--- config.mk ---
export PLATFORM = sky130hd
export DESIGN_NAME = j1_dbus_arbiter
export DESIGN_NICKNAME = d
export VERILOG_FILES = /design/src/rtl/j1_dbus_arbiter.sv
export SDC_FILE = /design/constraint.sdc
export NUM_CORES = 1
export LEC_CHECK = 0
export CAP_MARGIN = 5
export CELL_PAD_IN_SITES_DETAIL_PLACEMENT = 1
export CELL_PAD_IN_SITES_GLOBAL_PLACEMENT = 2
export CORE_MARGIN = 3
export CORE_UTILIZATION = 25
export CTS_CLUSTER_DIAMETER = 80
export CTS_CLUSTER_SIZE = 25
export DETAILED_ROUTE_END_ITERATION = 10
export PLACE_DENSITY_LB_ADDON = 0.12
export SLEW_MARGIN = 20
export SYNTH_ARGS = -nofsm -noshare
export SYNTH_HDL_FRONTEND = slang
export SYNTH_SLANG_ARGS = --single-unit
--- constraint.sdc ---
create_clock -name clk -period 3.47 [get_ports clk]
set_input_delay 0.8675 -clock clk [delete_from_list [all_inputs] [get_ports clk]]
set_output_delay 0.8675 -clock clk [all_outputs]
set_load 0.05 [all_outputs]
--- src/rtl/j1_dbus_arbiter.sv ---
// Data-RAM arbiter: the J1 core data bus has absolute priority, and a host port
// (loader/DMA) is served in strobe-free cycles. Includes a stall counter and a protocol monitor.
module j1_dbus_arbiter #(
    parameter int RAM_AW = 15,
    parameter int CNT_W  = 16
) (
    input  logic              clk,
    input  logic              reset,
    input  logic [15:0]       c_adr,
    input  logic              c_re,
    input  logic              c_we,
    input  logic [15:0]       c_dat_w,
    output logic [15:0]       c_dat_r,
    input  logic              h_valid,
    output logic              h_ready,
    input  logic              h_we,
    input  logic [15:0]       h_adr,
    input  logic [15:0]       h_dat_w,
    output logic              h_done,
    output logic [15:0]       h_dat_r,
    output logic [RAM_AW-1:0] m_adr,
    output logic              m_re,
    output logic              m_we,
    output logic [15:0]       m_dat_w,
    input  logic [15:0]       m_dat_r,
    output logic [CNT_W-1:0]  stall_cnt,
    input  logic              stall_clr,
    output logic              proto_err
);

    typedef enum logic [1:0] {
        IDLE = 2'd0,
        PEND = 2'd1,
        DONE = 2'd2
    } state_t;

    state_t              state_r;
    state_t              state_s;
    logic                core_stb_s;
    logic                accept_s;
    logic                issue_s;
    logic                h_we_r;
    logic [RAM_AW-1:0]   h_adr_r;
    logic [15:0]         h_dat_w_r;
    logic                h_rd_q;
    logic [RAM_AW-1:0]   m_adr_hold_r;
    logic [15:0]         m_dat_w_hold_r;
    logic                prev_stb_r;
    logic [CNT_W-1:0]    stall_cnt_r;
    logic                proto_err_r;
    logic                unused_adr_s;

    function automatic logic [CNT_W-1:0] sat_inc(input logic [CNT_W-1:0] v);
        if (v == {CNT_W{1'b1}}) begin
            sat_inc = v;
        end else begin
            sat_inc = v + {{(CNT_W-1){1'b0}}, 1'b1};
        end
    endfunction

    assign core_stb_s   = c_re | c_we;
    assign h_ready      = (state_r != PEND);
    assign accept_s     = h_valid & h_ready;
    assign issue_s      = (state_r == PEND) & ~core_stb_s;
    assign c_dat_r      = m_dat_r;
    assign stall_cnt    = stall_cnt_r;
    assign proto_err    = proto_err_r;
    // Upper address bits beyond the RAM are intentionally dropped.
    assign unused_adr_s = ^{c_adr, h_adr};

    // Next-state logic, RAM port steering and host completion outputs
    always_comb begin
        state_s = state_r;
        m_re    = 1'b0;
        m_we    = 1'b0;
        m_adr   = m_adr_hold_r;
        m_dat_w = m_dat_w_hold_r;
        h_done  = 1'b0;
        h_dat_r = 16'h0000;
        case (state_r)
            IDLE: begin
                if (accept_s) begin
                    state_s = PEND;
                end else begin
                    state_s = IDLE;
                end
            end
            PEND: begin
                if (issue_s) begin
                    state_s = DONE;
                end else begin
                    state_s = PEND;
                end
            end
            DONE: begin
                h_done = 1'b1;
                if (h_rd_q) begin
                    h_dat_r = m_dat_r;
                end else begin
                    h_dat_r = 16'h0000;
                end
                if (accept_s) begin
                    state_s = PEND;
                end else begin
                    state_s = IDLE;
                end
            end
            default: begin
                state_s = IDLE;
            end
        endcase
        if (core_stb_s) begin
            m_adr   = c_adr[RAM_AW-1:0];
            m_re    = c_re;
            m_we    = c_we;
            m_dat_w = c_dat_w;
        end else if (issue_s) begin
            m_adr   = h_adr_r;
            m_re    = ~h_we_r;
            m_we    = h_we_r;
            m_dat_w = h_dat_w_r;
        end else begin
            m_re    = 1'b0;
            m_we    = 1'b0;
        end
    end

    // State register
    always_ff @(posedge clk or posedge reset) begin
        if (reset) begin
            state_r <= IDLE;
        end else begin
            state_r <= state_s;
        end
    end

    // Capture an accepted host request; remember whether the issued access was a read
    always_ff @(posedge clk or posedge reset) begin
        if (reset) begin
            h_we_r    <= 1'b0;
            h_adr_r   <= {RAM_AW{1'b0}};
            h_dat_w_r <= 16'h0000;
            h_rd_q    <= 1'b0;
        end else begin
            if (accept_s) begin
                h_we_r    <= h_we;
                h_adr_r   <= h_adr[RAM_AW-1:0];
                h_dat_w_r <= h_dat_w;
            end
            if (issue_s) begin
                h_rd_q <= ~h_we_r;
            end
        end
    end

    // Idle RAM port keeps presenting the last address/data instead of toggling
    always_ff @(posedge clk or posedge reset) begin
        if (reset) begin
            m_adr_hold_r   <= {RAM_AW{1'b0}};
            m_dat_w_hold_r <= 16'h0000;
        end else if (m_re | m_we) begin
            m_adr_hold_r   <= m_adr;
            m_dat_w_hold_r <= m_dat_w;
        end
    end

    // Contention counter: counts cycles a pending host request loses to the core
    always_ff @(posedge clk or posedge reset) begin
        if (reset) begin
            stall_cnt_r <= {CNT_W{1'b0}};
        end else if (stall_clr) begin
            stall_cnt_r <= {CNT_W{1'b0}};
        end else if ((state_r == PEND) && core_stb_s) begin
            stall_cnt_r <= sat_inc(stall_cnt_r);
        end
    end

    // Sticky monitor for core strobe rules (exclusive strobes, mandatory gap cycle)
    always_ff @(posedge clk or posedge reset) begin
        if (reset) begin
            prev_stb_r  <= 1'b0;
            proto_err_r <= 1'b0;
        end else begin
            prev_stb_r <= core_stb_s;
            if ((c_re & c_we) | (core_stb_s & prev_stb_r)) begin
                proto_err_r <= 1'b1;
            end
        end
    end

endmodule

==> impl_metrics.json <==
{
  "final_layout_size_suffix_gt1_frac": 0.201,
  "slowest_delay_ps": 510,
  "cp_common_cell": "buf_12",
  "cts_buffers": 9,
  "pwr-share-clk": 0.259,
  "drtIter0Drc": 120,
  "fin_crit_sh": 0.967,
  "reg2reg_slack_ps": 1260,
  "grt_pass1_wl_um": 21800,
  "grt_use_total": 0.151,
  "post_cts_resized": 0,
  "drt-vias-per-instance": 4.84,
  "ant_nets": 0,
  "p_leak_nw": 2.74,
  "irDropWorstVdd_mv": 0.264,
  "combinationalPowerShare": 0.394,
  "endpoint_kind": "output port",
  "mostFrequentLayoutCells": "118 x clkdlybuf4s50_1, 84 x dfrtp_1, 69 x nand2_1",
  "grt.overflow.total": 0,
  "place.gp.congestion": 0.728,
  "cts_max_path_buffers": 2,
  "period_minus_slack_ps": 3360,
  "fin_nets": 661,
  "holdBufCountCts": 0,
  "path_cells": "clkdlybuf4s50_1 > nor2_4 > buf_12 > nor2_1 > a31oi_1 > buf_12",
  "postCtsSetupRepairBufs": 0,
  "hp-start": "proto_err",
  "hold_depth": 1,
  "fin_tns_setup_ps": 0,
  "dpl_cell_area_mm2": 0.00627,
  "syn_nets": 517,
  "cap_violations": 0,
  "placedCellCount": 778,
  "cts_sinks": 84,
  "seq_area_frac_synth": 0.513,
  "fp.dieW_um": 134,
  "maxSlewViolCount": 0,
  "syn_area_mm2": 0.00410,
  "relSlewSlack": 0.564,
  "synth_seq_cells": 84,
  "grt_antenna_before_repair": 2,
  "drc": 0,
  "initial_core_util": 0.257,
  "required_ps": 2600,
  "clk_pin_slew_ps": 60,
  "grt_max_degree": 51,
  "ctsRootBufferMaster": "clkbuf_16",
  "nFillCells": 1790,
  "seqPwrFrac": 0.347,
  "routedWlPerCell_um": 16.8,
  "chipHeight_um": 134,
  "reg2reg_from": "state_r[0]",
  "dp_hpwl_um": 9590,
  "worst-setup-path-type": "input port to output port",
  "hold_viol_final": 0,
  "fin_area_mm2": 0.00659,
  "fin_cells": 795,
  "min_to": "proto_err",
  "worst_pin_slew_ps": 652,
  "cts_tree": "done",
  "final_common_cell": "clkdlybuf4s50_1",
  "min_path_type": "register to register",
  "wirelength_um": 13300,
  "critPathMaxFanout": 50,
  "r2r_end": "stall_cnt[10]",
  "htree_levels": 3,
  "rsz0062_at_grt": "no",
  "max_freq_ghz": 0.298,
  "pre_cts_ws_ps": 111,
  "die_area_mm2": 0.0180,
  "syn2layout_area_growth_pct": 60.6,
  "io_pins": 171,
  "fin_ws_ps": 114,
  "setup_viol": 0,
  "grt_pass1_vias": 4174,
  "rr_worst_depth": 5,
  "p_int_mw": 2.46,
  "p_switching_mw": 1.42,
  "fin_skew_ps": 4.71,
  "yosys_warnings": 0,
  "worst_setup_path_start_kind": "input port",
  "status": "completed",
  "power.density_mw_per_mm2": 589,
  "syn_area_per_cell_um2": 9.56,
  "swShare": 0.367,
  "core_area_mm2": 0.0159,
  "via_count": 3849,
  "insertion_delay_ps": 350,
  "row_count": 46,
  "cp_slowest_cell": "clkdlybuf4s50_1",
  "io_buffers": 168,
  "drtPass1Iterations": 4,
  "syn_inst": 429,
  "cp.arrival_ps": 2490,
  "yosysUniqueCellTypes": 29
}
## cell families (layout without fill, tap and decap cells)
| kind of cell | Yosys count | after routing | synth area share |
|---|---|---|---|
| and+or+nand+nor | 160 | 160 | 0.181 |
| DFF | 84 | 84 | 0.513 |
| muxes | 33 | 33 | 0.0906 |
| other | 0 | 1 | 0 |
| adders and majority gates | 1 | 1 | 0.00305 |
| AOI/OAI and AO/OA | 99 | 99 | 0.149 |
| buffers and inverters | 52 | 201 | 0.0638 |
## synth_stat cells
cell	count	area, µm²
dfrtp_1	84	2100
nand2_1	70	263
a31oi_1	62	388
nor2_1	38	143
mux2_2	33	372
clkbuf_1	20	75.1
and3_1	17	106
buf_4	17	128
a21oi_1	16	80.1
or4_1	13	97.6
o31ai_1	10	75.1
buf_1	7	26.3
nand3_1	6	30.0
nand4_1	6	37.5
o21ai_0	6	30.0
inv_1	5	18.8
or3_1	4	25.0
nor2b_1	3	18.8
buf_2	2	10.0
a211oi_1	1	7.51
a21o_1	1	7.51
and4_1	1	8.76
ha_1	1	12.5
inv_2	1	3.75
nor3_1	1	5.00
nor4_1	1	6.26
o211ai_1	1	7.51
o21bai_1	1	7.51
o31a_1	1	8.76
## worst max path at each step
| stage | from | end | slack [ps] | cells past startpoint |
|---|---|---|---|---|
| final | c_we | m_adr[3] | 110 | 6 |
| after global routing | c_we | m_dat_w[12] | 0.3 | 6 |
| after CTS | c_we | m_dat_w[12] | 90 | 6 |
| after detailed placement | c_we | m_dat_w[0] | 110 | 6 |
| after global placement | c_we | m_dat_w[12] | 140 | 6 |
| after floorplan | c_we | m_dat_w[0] | 6 | 5 |
## registers in the layout, indices dropped and copies added, names as in the netlist, 2 cells and up
register        count
h_dat_w_r          16
m_dat_w_hold_r     16
stall_cnt          16
h_adr_r            15
m_adr_hold_r       15
state_r             2
## critical path: cells and delay by family
| family | cells | cell delay, ps |
|---|---|---|
| buf+inv | 3 | 960 |
| simple gates | 2 | 340 |
| compound gates | 1 | 310 |
## per-layer routing
metal  vias up  part of all wire  track usage
li1       1826                 -            -
met1      1879              0.42        0.182
met2       127              0.48        0.252
met3        15             0.084       0.0521
met4         2             0.017       0.0560
met5         -            0.0015            0
## power groups by stage
stage / combinational, mW / sequential, mW / clock (mW)
2_1_floorplan: 0.936 / 1.34 / 0
3_3_place_gp: 1.52 / 1.35 / 0
3_5_place_dp: 1.55 / 1.37 / 0
4_1_cts: 1.55 / 1.35 / 1.05
5_1_grt: 1.65 / 1.38 / 1.09
6_report: 1.53 / 1.34 / 1.01
## stage by stage
| step | hold WS (ps) | power [mW] | util |
|---|---|---|---|
| finish | 481 | 3.88 | 0.413 |
| global route | 521 | 4.12 | 0.413 |
| CTS | 494 | 3.95 | 0.413 |
| detailed placement | 480 | 2.92 | 0.393 |
| global placement | 467 | 2.88 | 0.393 |
| floorplan | 450 | 2.27 | - |
## final cells by class
type                    count  area [µm²]  area share
clock inverters             6        72.6      0.0110
flip-flops and latches     84        2100       0.319
clock buffers              10         239      0.0363
inverters                   6        23.8     0.00361
repair buffers            179        2110       0.321
well taps                 216         270      0.0410
multi-input cells         293        1760       0.267
diodes                      1        2.50    0.000380
Power figures use the tool's default switching activity.
